### src/rtl/seg_scan_ctrl.sv
// Time-multiplexed scan controller for a 4-digit common-anode seven-segment display.
// Optional leading-zero blanking is enabled by defining SEG_SCAN_LZ_BLANK_EN.
module seg_scan_ctrl #(
  parameter int unsigned REFRESH_DIV = 100000,
  parameter int unsigned GUARD       = 2
) (
  input  logic        clk,
  input  logic        rst,
  input  logic [15:0] digits_in,
  input  logic [3:0]  digit_en,
  input  logic        load,
  output logic [6:0]  seg,
  output logic [3:0]  an,
  output logic        pending,
  output logic        frame_done
);

  localparam int unsigned CW = (REFRESH_DIV > 1) ? $clog2(REFRESH_DIV) : 1;
  localparam logic [CW-1:0] CNT_MAX = CW'(REFRESH_DIV - 1);
  localparam logic [CW-1:0] GUARD_C = CW'(GUARD);

  logic [CW-1:0] cnt_q, cnt_d;
  logic [1:0]    idx_q, idx_d;
  logic [15:0]   staging_q, staging_d;
  logic [15:0]   shadow_q, shadow_d;
  logic          pending_q, pending_d;
  logic          frame_done_q, frame_done_d;
  logic [3:0]    an_q, an_d;
  logic [6:0]    seg_q, seg_d;

  logic          tick;
  logic          boundary;
  logic [3:0]    cur_digit;
  logic [3:0]    lz_blank;

  function automatic logic [6:0] decode(input logic [3:0] d);
    logic [6:0] s;
    case (d)
      4'd0:    s = 7'b1000000;
      4'd1:    s = 7'b1111001;
      4'd2:    s = 7'b0100100;
      4'd3:    s = 7'b0110000;
      4'd4:    s = 7'b0011001;
      4'd5:    s = 7'b0010010;
      4'd6:    s = 7'b0000010;
      4'd7:    s = 7'b1111000;
      4'd8:    s = 7'b0000000;
      4'd9:    s = 7'b0010000;
      default: s = 7'b1111111;
    endcase
    return s;
  endfunction

  assign tick     = (cnt_q == CNT_MAX);
  assign boundary = tick && (idx_q == 2'd3);

  always_comb begin
    cnt_d        = tick ? '0 : cnt_q + 1'b1;
    idx_d        = tick ? idx_q + 2'd1 : idx_q;
    staging_d    = staging_q;
    shadow_d     = shadow_q;
    pending_d    = pending_q;
    frame_done_d = 1'b0;
    // A load landing on the boundary goes straight to the shadow so it is
    // never left stranded in staging for a whole extra frame.
    if (boundary) begin
      if (load) begin
        shadow_d     = digits_in;
        pending_d    = 1'b0;
        frame_done_d = 1'b1;
      end else if (pending_q) begin
        shadow_d     = staging_q;
        pending_d    = 1'b0;
        frame_done_d = 1'b1;
      end
    end else if (load) begin
      staging_d = digits_in;
      pending_d = 1'b1;
    end
  end

  always_comb begin
    case (idx_q)
      2'd0:    cur_digit = shadow_q[3:0];
      2'd1:    cur_digit = shadow_q[7:4];
      2'd2:    cur_digit = shadow_q[11:8];
      default: cur_digit = shadow_q[15:12];
    endcase
  end

`ifdef SEG_SCAN_LZ_BLANK_EN
  always_comb begin
    lz_blank    = 4'b0000;
    lz_blank[3] = (shadow_q[15:12] == 4'd0);
    lz_blank[2] = lz_blank[3] && (shadow_q[11:8] == 4'd0);
    lz_blank[1] = lz_blank[2] && (shadow_q[7:4] == 4'd0);
  end
`else
  assign lz_blank = 4'b0000;
`endif

  // Blanked digits still light their anode; only the guard and digit_en darken a slot.
  always_comb begin
    an_d  = 4'b1111;
    seg_d = 7'b1111111;
    if ((cnt_q >= GUARD_C) && digit_en[idx_q]) begin
      an_d  = ~(4'b0001 << idx_q);
      seg_d = lz_blank[idx_q] ? 7'b1111111 : decode(cur_digit);
    end
  end

  always_ff @(posedge clk) begin
    if (rst) begin
      cnt_q        <= '0;
      idx_q        <= 2'd0;
      staging_q    <= 16'h0000;
      shadow_q     <= 16'h0000;
      pending_q    <= 1'b0;
      frame_done_q <= 1'b0;
      an_q         <= 4'b1111;
      seg_q        <= 7'b1111111;
    end else begin
      cnt_q        <= cnt_d;
      idx_q        <= idx_d;
      staging_q    <= staging_d;
      shadow_q     <= shadow_d;
      pending_q    <= pending_d;
      frame_done_q <= frame_done_d;
      an_q         <= an_d;
      seg_q        <= seg_d;
    end
  end

  assign seg        = seg_q;
  assign an         = an_q;
  assign pending    = pending_q;
  assign frame_done = frame_done_q;

endmodule
### config.mk
export PLATFORM = sky130hd
export DESIGN_NAME = seg_scan_ctrl
export DESIGN_NICKNAME = d
export VERILOG_FILES = /design/src/rtl/seg_scan_ctrl.sv
export SDC_FILE = /design/constraint.sdc
export NUM_CORES = 1
export LEC_CHECK = 0
export ABC_AREA = 1
export CAP_MARGIN = 20
export CORE_ASPECT_RATIO = 0.8
export CORE_MARGIN = 2
export CORE_UTILIZATION = 63
export CTS_BUF_LIST = sky130_fd_sc_hd__clkbuf_4 sky130_fd_sc_hd__clkbuf_8
export DETAILED_ROUTE_END_ITERATION = 8
export PLACE_DENSITY_LB_ADDON = 0.2
export SETUP_SLACK_MARGIN = 0.1
export SLEW_MARGIN = 20
export SYNTH_ARGS = -nofsm -noshare
export SYNTH_HDL_FRONTEND = slang
export SYNTH_SLANG_ARGS = --single-unit
### constraint.sdc
create_clock -name clk -period 3.5 [get_ports clk]
set_clock_uncertainty 0.15 [all_clocks]
set_input_delay 1.05 -clock clk [delete_from_list [all_inputs] [get_ports clk]]
set_output_delay 1.05 -clock clk [all_outputs]
set_load 0.005 [all_outputs]
==> key figures, run 1 <==
Global routing
  – Antenna violations before repair: 0
  – Aggregate global-route resource usage: 0.2604
  – Vias in the first global route: 2841
  – Largest net degree at the start of global routing: 49
  – Sum of overflow across all layers after global routing: 0
  – Global-route wire length before repair: 12430 µm

Clock network
  – Post-CTS sizing: 0
  – Number of buffers inserted to repair setup after CTS: 0
  – Clock transition at path regs: 0.07 ns
  – CTS Buf Count: 9
  – Clk Latency, worst-skew pair: 0.34 ns
  – TritonCTS clock tree: built
  – Number of buffers between clock root and the deepest sink: 2
  – H-tree depth: 3
  – Number of clock sinks seen by CTS: 64
  – # hold bufs at CTS: 0
  – Cell at the root of the clock tree: sky130_fd_sc_hd__clkbuf_8

Worst setup path
  – Critical path, cell by cell: clkdlybuf4s50_1
  – Largest stage delay on the critical path: 0.51 ns
  – Critical Setup Path Class: reg -> out
  – Biggest fanout along the worst timing path: 2
  – Crit path arrival time: 1.17 ns
  – Worst path required time: 2.30 ns
  – CP bufs+invs: 1
  – Standard cell with the maximum stage delay on the critical path: sky130_fd_sc_hd__clkdlybuf4s50_1
  – Critical path capture point type: output pin
  – Nature of the critical path startpoint: flop
  – Gate family responsible for the most delay along the worst path: buffers and inverters

Finish
  – Share of layout cells above drive strength 1: 0.07115
  – Fill cells: 399
  – Number of nets in the layout: 548
  – Final cell utilization of the core: 0.7750
  – Commonest non-fill, non-tap cell in the layout: sky130_fd_sc_hd__nand2_1
  – Commonest cells after routing, fill and taps aside: 109 x sky130_fd_sc_hd__nand2_1, 69 x sky130_fd_sc_hd__inv_1, 64 x sky130_fd_sc_hd__dfxtp_1
  – Antenna diode instance count: 0
  – Post-route standard cell area excluding fillers: about 0.0039 mm²
  – Growth of design area from synthesis to finish: 17.03%

Yosys
  – Number of warning messages in the yosys log: 0
  – Biggest area consumer among synthesized cells: sky130_fd_sc_hd__dfxtp_1
  – Count of state elements after synthesis: 64
  – Post-Syn Instances: approximately 480
  – Post-Syn Area: 0.003373 mm²
  – Proportion of synthesized chip area in sequential cells: 0.3798
  – Distinct cell type count after synthesis: 32
  – Mean area per synthesized cell: 6.969 µm²
  – Top cell type's share of synthesized area: 0.3798
  – Net count of the mapped netlist: 517
  – Most area-consuming cells after synthesis: sky130_fd_sc_hd__dfxtp_1 38%, sky130_fd_sc_hd__nand2_1 12%, sky130_fd_sc_hd__inv_1 7.7%

STA
  – Setup repair after global routing missed its margin: no
  – Tightest Pin Transition: 0.6405 ns
  – Count of final hold-check violations: 0
  – Period utilization: 0.6762
  – Setup_tns: 0 ns
  – Setup Viol. Count Final: 0
  – Shortest period the worst path allows: roughly 2.4 ns
  – Maximum clock rate: 422.6 MHz
  – Final-report max-slew violation count: 0
  – Worst slew margin: 0.5725
  – Hold WS: 0.3219 ns

Place
  – Detailed placement HPWL: 4938 µm
  – Count of input and output buffers: 35
  – Global placement routability congestion: around 0.95
  – Cell Area, Placed: 0.003707 mm²

Die
  – Chip height: 69.45 µm
  – Initial Util: 0.6622
  – Area of the die: 0.005960 mm²
  – Boundary Pins: 36
  – Floorplan row count: 23
  – Core area: 0.005094 mm²
  – Width of the chip: 85.81 µm

Detailed routing
  – Final wirelength: approximately 7000 µm
  – Average wire per cell in the routed design: 12.30 µm
  – Initial DRC count: 309
  – Residual DRC: 3
  – Pre-Repair DR Iteration Count: 8
  – Number of vias per cell: 5.452
  – Post-route antenna net violation count: 0
  – DR vias: roughly 3200

Flow run
  – Reported max-cap violation count: 0

Power and ir drop
  – Standby leakage power: 1.804 nW
  – Clock network fraction of total power: 0.456
  – Fraction of power consumed by combinational cells: 0.079
  – Int Power: 1.291 mW
  – Switching power: 0.3463 mW
  – Worst vdd rail ir drop: 0.0002736 V
  – Part of the power in registers: 0.465
  – Switching portion of total power: 0.2114
  – Power per unit of standard cell area: ~410 mW/mm²

Outcome
  – Outcome: complete, but fails checks
  – Violations in the final reports: DRC

Hold path
  – Type of the tightest min-delay check: reg -> reg
## power groups by stage
stage               Clock [mW]  Combinational, mW  Sequential (mW)
finish                   0.746              0.130            0.762
global route             0.792              0.145            0.763
CTS                      0.756              0.130            0.761
detailed placement           0              0.129            0.778
global placement             0              0.126            0.777
floorplan                    0             0.0769            0.776
## cells in the mapped netlist (all sizes together)
cell type and n:
o21bai 3, a21oi 34, buf 18, inv 71
and3 1, xor2 1, nor2 65, nor3 7
nand2 110, mux2i 16, or2 7, nand3b 2
o21ai 10, ha 10, dfxtp 64, nand4 23
nand3 39, o22ai 2, nor3b 1
## final timing paths
kind / from / endpoint / slack [ns] / cells after the start
hold / removal: cnt_q[0] / cnt_q[0] / 0.32 / 1
hold reg to reg: cnt_q[0] / cnt_q[0] / 0.32 / 1
setup / recovery: pending / pending / 1.13 / 1
setup reg to reg: idx_q[1] / seg[3] / 1.24 / 11
## worst reg2reg max path: cells and delay by family (launching register included)
| kind | cells | cell delay (ns) |
|---|---|---|
| adders and majority gates | 2 | 0.56 |
| DFF | 1 | 0.37 |
| and+or+nand+nor | 6 | 0.62 |
| AOI/OAI and AO/OA | 1 | 0.23 |
| buffers and inverters | 2 | 0.20 |
## cells by family after synthesis
logic type                 Yosys count  synth area share
adders and majority gates           10           0.03709
DFF                                 64            0.3798
AOI/OAI and AO/OA                   49           0.07566
muxes                               16           0.04748
buffers and inverters               89            0.1120
xor gates and xnor gates             1          0.002597
and+or+nand+nor                    255            0.3453
## stage by stage
step           total power [mW]  setup WS, ns  instances
3_3_place_gp             0.9030        0.9514        566
3_5_place_dp             0.9065        0.8929        566
4_1_cts                   1.647         1.120        582
5_1_grt                   1.700        0.9727        582
2_1_floorplan            0.8532         1.391        484
6_report                  1.638         1.133        582
## per-layer routing
metal	GRT usage	share of wire	vias to the layer above
li1	-	-	1611
met3	0.08571	0.078	11
met4	0.07231	0.011	0
met2	0.3906	0.43	128
met5	0	0	-
met1	0.3596	0.48	1423
## cell type report
type | count | area [µm²] | area share
repair buffers | 38 | 367.9 | 0.09319
multi-input cells | 331 | 1714 | 0.4342
flip-flops and latches | 64 | 1281 | 0.3246
clock buffers | 14 | 180.2 | 0.04564
well taps | 62 | 77.57 | 0.01965
inverters | 71 | 266.5 | 0.06751
clock inverters | 2 | 60.06 | 0.01521
## registers in the layout, indices dropped and copies added, names as in the netlist
name and flops:
cnt_q 17, shadow_q 16, an 4, staging_q 16, frame_done 1, seg 7
pending 1, idx_q 2
Note: power is estimated with default switching activity, not from simulation.
==> run 2: changes to the inputs <==
- CORE_UTILIZATION: 63 -> 53
- clock period: 3.5 -> 2 ns (I/O delays scaled with it)
==> key figures, run 2 (same netlist as run 1, synthesis figures left out) <==
Outcome
  – Outcome: finished, final reports clean

Global routing
  – Global-route wire length before repair: approximately 12000 µm
  – Sum of overflow across all layers after global routing: 0
  – Layer with the highest usage after global routing: met2
  – Largest net degree at the start of global routing: slightly below 50
  – Vias in the first global route: around 2700
  – Routing usage on met2: 0.3430
  – Aggregate global-route resource usage: 0.2247
  – Met1 routing resource usage after global routing: 0.3135
  – Antenna violations before repair: 0
  – Met3 Resource Use GR: 0.06825

Power and ir drop
  – Power per unit of standard cell area: 659.9 mW/mm²
  – Power consumption: 2.817 mW
  – Standby leakage power: ~1.9 nW
  – Worst vdd rail ir drop: 0.0004835 V

Hold path
  – Hold path endpoint: cnt_q[0]
  – Type of the tightest min-delay check: reg -> reg
  – Worst hold path stage count: 1
  – Hold path start: cnt_q[0]

STA
  – Worst slew margin: 0.7667
  – Setup repair after global routing missed its margin: yes
  – Setup_tns: 0 ns
  – Setup Viol. Count Final: 0
  – Final-report max-slew violation count: 0
  – Count of final hold-check violations: 0
  – Shortest period the worst path allows: 1.855 ns
  – Hold WS: 0.2961 ns
  – Period utilization: 0.9274
  – Tightest Pin Transition: around 0.35 ns
  – Maximum clock rate: 539.2 MHz

Die
  – Chip height: ~75 µm
  – Boundary Pins: 36
  – Initial Util: 0.5588
  – Core area: 0.006037 mm²
  – Area of the die: 0.007023 mm²
  – Width of the chip: 93.20 µm
  – Floorplan row count: 25

Clock network
  – Cell at the root of the clock tree: sky130_fd_sc_hd__clkbuf_8
  – CTS Buf Count: 9
  – Clk Latency, worst-skew pair: between 0.3 and 0.4 ns
  – Clock transition at path regs: 0.07 ns
  – TritonCTS clock tree: built
  – Number of buffers between clock root and the deepest sink: 2
  – Number of clock sinks seen by CTS: 64
  – H-tree depth: 3
  – # hold bufs at CTS: 0

Worst setup path
  – Crit path arrival time: ~2 ns
  – Critical Setup Path Class: reg -> reg
  – Biggest fanout along the worst timing path: 8
  – Nature of the critical path startpoint: flop
  – Worst path required time: 2.12 ns
  – Critical path capture point type: flop
  – FF-to-FF path depth: 8
  – Register-to-Register Setup Slack: ~0.15 ns
  – Worst flop-to-flop path startpoint: cnt_q[0]
  – Endpoint of the most critical register-to-register path: shadow_q[12]

Flow run
  – Reported max-cap violation count: 0

Finish
  – Number of flip-flops in the largest register: 17
  – Largest register by flop count: cnt_q
  – Antenna diode instance count: 0
  – Growth of design area from synthesis to finish: 26.56%
  – Commonest non-fill, non-tap cell in the layout: sky130_fd_sc_hd__nand2_1
  – Fill cells: between 400 and 500
  – Biggest regs: cnt_q: 17 flops, shadow_q: 16 flops, staging_q: 16 flops
  – Number of nets in the layout: 568
  – Commonest cells after routing, fill and taps aside: 108 x sky130_fd_sc_hd__nand2_1, 66 x sky130_fd_sc_hd__inv_1, 60 x sky130_fd_sc_hd__nor2_1
  – Share of layout cells above drive strength 1: 0.1410

Detailed routing
  – Number of vias per cell: 5.256
  – Initial DRC count: 319
  – DR vias: 3259
  – Average wire per cell in the routed design: roughly 13 µm
  – Pre-Repair DR Iteration Count: 5
  – Post-route antenna net violation count: 0
  – Final wirelength: 8015 µm
  – Residual DRC: 0

Place
  – Detailed placement HPWL: 5285 µm
  – Count of input and output buffers: 35
  – Global placement routability congestion: a little under 1
run 2: cell count changes in the layout (fill, tap and decap cells not counted), sizes merged:
| cell | previous run | this run |
|---|---|---|
| buf | 4 | 23 |
| clkbuf | 14 | 12 |
| clkdlybuf4s50 | 34 | 21 |
| clkinv | 0 | 1 |
| dlygate4sd2 | 0 | 3 |
| dlymetal6s2s | 0 | 10 |
| nand4 | 23 | 24 |
run 2: worst max path at each step:
| stage | startpoint | to | slack (ns) | cells past startpoint |
|---|---|---|---|---|
| floorplan | idx_q[1] | seg[3] | 0.12 | 11 |
| global placement | digit_en[0] | seg[1] | 0.03 | 9 |
| detailed placement | digit_en[0] | seg[1] | -0.008 | 9 |
| CTS | seg[6] | seg[6] | 0.10 | 1 |
| global route | cnt_q[11] | shadow_q[12] | 0.07 | 8 |
| finish | cnt_q[0] | shadow_q[12] | 0.15 | 8 |
run 2: power breakdown:
part / switching, mW / internal, mW
Clock: 0.473 / 0.774
Sequential: 0.0197 / 1.31
Combinational: 0.118 / 0.120
run 2: through the flow:
| step | cell area [µm²] | util | worst slack (ns) | cells |
|---|---|---|---|---|
| 6_report | 4269 | 0.7072 | 0.1452 | 620 |
| 5_1_grt | 4269 | 0.7072 | 0.07447 | 620 |
| 4_1_cts | 4124 | 0.6831 | 0.1038 | 616 |
| 3_5_place_dp | 3895 | 0.6452 | -0.007850 | 601 |
| 3_3_place_gp | 3895 | 0.6452 | 0.03132 | 601 |
| 2_1_floorplan | 3379 | - | 0.1246 | 484 |
run 2: worst max-delay path: stages (launching register included):
cell and delay (ns):
sky130_fd_sc_hd__dfxtp_2 0.35, sky130_fd_sc_hd__ha_2 0.20, sky130_fd_sc_hd__nand3_2 0.14, sky130_fd_sc_hd__nor3_4 0.25, sky130_fd_sc_hd__buf_4 0.17, sky130_fd_sc_hd__nand4_4 0.17
sky130_fd_sc_hd__nand2_1 0.12, sky130_fd_sc_hd__inv_1 0.05, sky130_fd_sc_hd__nor2_1 0.16
run 2: cell type report:
class	instances	area (µm²)	area share
flip-flops and latches	64	1292	0.3028
clock buffers	12	158.9	0.03722
inverters	71	266.5	0.06243
multi-input cells	332	1803	0.4223
repair buffers	57	581.8	0.1363
well taps	81	101.3	0.02374
clock inverters	3	65.06	0.01524
run 2: repair_timing:
action	CTS	global route
setup endpoints to repair	10	53
resized for setup	9	31
cloned	0	1
pin swaps	0	3
setup buffers	0	3
run 2: metal layers:
| layer | part of all wire | vias to the layer above |
|---|---|---|
| li1 | - | 1657 |
| met1 | 0.47 | 1467 |
| met2 | 0.44 | 121 |
| met3 | 0.076 | 14 |
| met4 | 0.016 | 0 |
| met5 | 0 | - |
==> run 3: changes to the inputs <==
- CAP_MARGIN: 20 -> unset
- SLEW_MARGIN: 20 -> unset
==> results of run 3 <==
The final DEF is identical to that of run 2; final timing and power are the same.
==> edit 1 (settings of run 3) <==
`REFRESH_DIV`: 100000 -> 200000.
--- a/src/rtl/seg_scan_ctrl.sv
+++ b/src/rtl/seg_scan_ctrl.sv
@@ -1,7 +1,7 @@
 // Time-multiplexed scan controller for a 4-digit common-anode seven-segment display.
 // Optional leading-zero blanking is enabled by defining SEG_SCAN_LZ_BLANK_EN.
 module seg_scan_ctrl #(
-  parameter int unsigned REFRESH_DIV = 100000,
+  parameter int unsigned REFRESH_DIV = 200000,
   parameter int unsigned GUARD       = 2
 ) (
   input  logic        clk,
Function: no difference found for any inputs over 10 cycles, from zero or initial values and one cycle with rst high; that may be too few to reach the edited logic, so the function may still have changed.
==> edit 1 against run 3 <==
Clock power down 22%. Cell area up 0.67%. Total power down 9.1%. Sequential cell count up 1. Setup slack worse by 0.027 ns. Routed wire length up 0.20%. Maximum frequency down 1.4%. Area after synthesis down 1.1%. Critical path type unchanged. Largest cell class unchanged.
==> edit 1: results (changes against run 3) <==
Outcome
  – Status: finished, final reports clean

Placement
  – Placement Cell Area: 3840 um^2 (-1.4%)
  – Pre-CTS setup slack: -0.0728 ns (-0.0650 ns)

Setup path
  – R2r setup slk: 0.12 ns (-0.03 ns)
  – Crit path from: idx_q[1]$_SDFFE_PP0P_
  – Slowest-stage cell, CP: dfxtp_4
  – Crit-path max FO: 5 (-3)
  – R2r endpoint: seg[3]$_SDFF_PP1_

Power
  – Pleak: 1.88 nW (-2.6%)
  – Comb power frac: 9.4% (+0.9 points)
  – Switch share: 23.7% (+2.0 points)
  – Worst vdd ir: 0.517 mV (+6.9%)

Synthesis
  – Unique masters post-synth: 28 (-13%)
  – Syn_nets: 495 (-4.3%)
  – Sequential cell area fraction in the yosys report: 39.0% (+1.0 points)
  – Most frequent cells after synthesis: nand2_1, nor2_1, dfxtp_1

Clock network
  – Clock Latency Late Sink: 0.33 ns (-0.02 ns)

Timing
  – Tcrit/Tclk final: 94.1% (+1.3 points)

Drt
  – Vias per cell: 5.29 (+0.68%)

Global route
  – First-pass GRT wire length: 12400 um (+0.61%)
  – Total GRT Usage: 22.7% (+0.26 points)

Final layout
  – Signal buffers: 64 (+12%)
  – Filler cell count: 468 (-2.3%)
  – Area used by multi-input combinational logic: 1880 um^2 (+4.5%)
  – Invs w/o clock: 47 (-34%)
==> edit 1: cell types whose count changed in the layout (fill, tap and decap cells not counted), sizes merged, moves of 3 or more <==
cell           run 3  this run
inv               71        45
nand2            110        97
nor2              65        78
buf               23        30
nand3             39        46
or2                7         1
a21oi             34        30
clkinv             1         4
o21bai             3         0
==> edit 1: what timing repair did <==
| action | 4_1_cts | 5_1_grt |
|---|---|---|
| endpoints found under the setup margin | 10 | 67 |
| gates cloned | 0 | 1 |
| pin swaps | 0 | 17 |
| gates resized for setup | 10 | 33 |
| buffers inserted | 1 | 12 |
==> edit 1: cells by family (layout without fill, tap and decap cells) <==
logic type      after synthesis  after routing
compound gates               43             43
fa+ha+maj                    12             12
xor+xnor                      2              2
mux                          16             16
simple gates                256            257
buf+inv                      66            126
flops                        65             65
==> edit 1: per-layer routing <==
metal  vias up  global-route usage (%)  share of wire (%)
li1       1619                       -                  -
met1      1466                    33.2                 47
met2        93                    33.4                 45
met3         8                    5.81                6.6
met4         0                    7.03               0.87
met5         -                       0                  0
==> edit 2 (flow settings as in run 3) <==
Without the edit above. Reset style: asynchronous (`rst`), changed in one clocked block.
--- a/src/rtl/seg_scan_ctrl.sv
+++ b/src/rtl/seg_scan_ctrl.sv
@@ -109,7 +109,7 @@
     end
   end
 
-  always_ff @(posedge clk) begin
+  always_ff @(posedge clk or posedge rst) begin
     if (rst) begin
       cnt_q        <= '0;
       idx_q        <= 2'd0;
Check against the original RTL: differs if rst is asserted again (counterexample within 4 cycles, from zero or initial values and one cycle with rst high); with rst held inactive, the same outputs for 10 cycles.
==> edit 2 against run 3 <==
Die area down 0.43%. Clock power down 20%. Setup slack better by 0.020 ns. Critical path type unchanged. Highest routed layer unchanged. Non-clock buffer count up 5. Total power down 9.2%. Sequential share of layout area up 7.4 points. Via count down 14%. Critical path depth up 3. Sequential cell count unchanged. Routed wire length down 8.1%. Area after synthesis down 0.45%. Core utilization up 0.74 points. Cell area up 0.53%. Largest cell class unchanged.
==> edit 2: results (changes against run 3) <==
Drt
  – Detailed Route WL: 7370 um (-8.1%)
  – Vias: 2817 (-14%)
  – Pre-antenna DRT Iters: 5 (unchanged)
  – Initial DRC count: 174 (-45%)

Final layout
  – Net count, final: 508 (-11%)
  – Layout cell share with drive strength beyond 1: 24.8% (+11 points)
  – Filler cell count: 478 (-0.21%)
  – Diode count: 0 (unchanged)
  – Regs by FF count: cnt_q x17, shadow_q x16, staging_q x16

Synthesis
  – Synth area leaders: dfrtp_1, nand2_1, dfstp_2, mux2_2, nor2_1
  – Ys Warns: 0 (unchanged)
  – Syn_nets: 442 (-15%)
  – Ys async rst share: 100% (+100 points)
  – Top-count cell post-synth: nand2_1
  – Sequential cell area fraction in the yosys report: 48.1% (+10 points)
  – Unique masters post-synth: 32 (unchanged)
  – Most frequent cells after synthesis: nand2_1, dfrtp_1, nor2_1

Setup path
  – Crit-path max FO: 8 (unchanged)
  – R2r endpoint: seg[0]$_DFF_PP1_
  – R2R Path Start: idx_q[1]$_DFFE_PP0N_
  – R2R cell count: 11 (+3)
  – CP Data Arrival Time: 1.94 ns (-0.03 ns)
  – R2r setup slk: 0.17 ns (+0.02 ns)
  – Slowest-stage cell, CP: dfrtp_1
  – Worst path max stage delay: 0.39 ns (+0.04 ns)
  – Crit path from: idx_q[1]$_DFFE_PP0N_
  – CP top delay family: flip-flops

Clock network
  – H-tree depth: 3 (unchanged)
  – Root buffer selected by CTS: clkbuf_8
  – CTS Buffer Depth: 2 (unchanged)
  – CTS Hold Bufs: 0 (unchanged)
  – Worst-path clk slew: 0.07 ns (about the same)
  – Number of buffers created by CTS: 9 (unchanged)
  – Clock Latency Late Sink: 0.34 ns

Global route
  – First-pass GRT wire length: 12300 um (-0.45%)
  – Pin count of the biggest net entering global routing: 36 (-27%)
  – Vias in the first global route: 2621 (-3.3%)
  – Total GRT Usage: 23.0% (+0.55 points)
  – Initial antenna violation count: 0 (unchanged)

Hold path
  – Hold Path Depth: 2 (+1)
  – Worst Hold Class: reg -> reg
  – Hold Crit Endpoint: staging_q[4]$_DFFE_PP0P_
  – Hold path start: staging_q[4]$_DFFE_PP0P_

Timing
  – Worst slew margin: 74.4% (-2.3 points)

Outcome
  – Status: finished, final reports clean

Power
  – Pleak: 2.18 nW (+13%)
  – Worst vdd ir: 0.514 mV (+6.2%)
  – P_sw: 0.608 mW (-0.59%)

Placement
  – I/O Buffers: 35 (unchanged)
  – DP Wirelength: 5190 um (-1.8%)
  – Placement Cell Area: 3940 um^2 (+1.2%)
  – GPL Wtd Cong: 0.943 (-3.0%)
edit 2: repair_timing:
action / CTS / global route
pin swaps: 0 / 11
cloned: 0 / 1
setup buffers: 1 / 7
endpoints found under the setup margin: 36 / 42
resized for setup: 18 / 27
edit 2: layout make-up:
cell class | instances | area, um^2 | area share [%]
tap | 81 | 101 | 2.36
clock inverter | 5 | 31.3 | 0.729
timing repair buffer | 62 | 578 | 13.5
multi-input combinational | 302 | 1670 | 38.9
inverter | 36 | 145 | 3.38
sequential | 64 | 1620 | 37.7
clock buffer | 11 | 151 | 3.53
edit 2: layer usage:
metal	vias to the layer above	track usage [%]	share of wire, %	routed length, um
li1	1417	-	-	-
met1	1312	33.1	50	3670
met2	79	34.1	44	3210
met3	9	5.81	5.3	389
met4	0	8.82	1.3	97
met5	-	0	0	0
edit 2: power groups by stage:
| stage | Combinational [mW] | Sequential (mW) | Clock, mW |
|---|---|---|---|
| after CTS | 0.203 | 1.35 | 1.03 |
| after detailed placement | 0.205 | 1.38 | 0 |
| after global placement | 0.201 | 1.37 | 0 |
| final | 0.202 | 1.35 | 1.00 |
| after global routing | 0.223 | 1.36 | 1.08 |
| after floorplan | 0.106 | 1.37 | 0 |
edit 2: worst max path at each step:
stage | endpoint | slack (ns)
global placement | shadow_q[5]$_DFFE_PP0P_ | -0.08
floorplan | seg[3]$_DFF_PP1_ | 0.13
detailed placement | shadow_q[3]$_DFFE_PP0P_ | -0.09
global route | seg[0]$_DFF_PP1_ | 0.06
CTS | seg[5]$_DFF_PP1_ | 0.09
finish | seg[0]$_DFF_PP1_ | 0.17
edit 2: metrics by stage:
stage	std cells	worst slack [ns]	hold slack (ns)
after floorplan	409	0.127	0.288
after global placement	536	-0.0845	0.299
after detailed placement	536	-0.0915	0.305
after CTS	553	0.0884	0.323
after global routing	561	0.0638	0.349
final	561	0.165	0.325
edit 2: cell families (layout without fill, tap and decap cells):
logic type,count (synthesis),after routing,synth area share [%]
AND/OR/NAND/NOR,254,255,32.9
XOR/XNOR,8,8,2.09
buffers and inverters,44,114,5.66
multiplexers,16,16,5.37
adder cells (fa/ha/maj),10,10,3.73
flip-flops,64,64,48.1
AO/OA/AOI/OAI,13,13,2.12
edit 2: worst min-delay path: stages (launching register included):
cell	delay [ns]
dfrtp_1	0.35
nand2_1	0.05
nand2_1	0.05
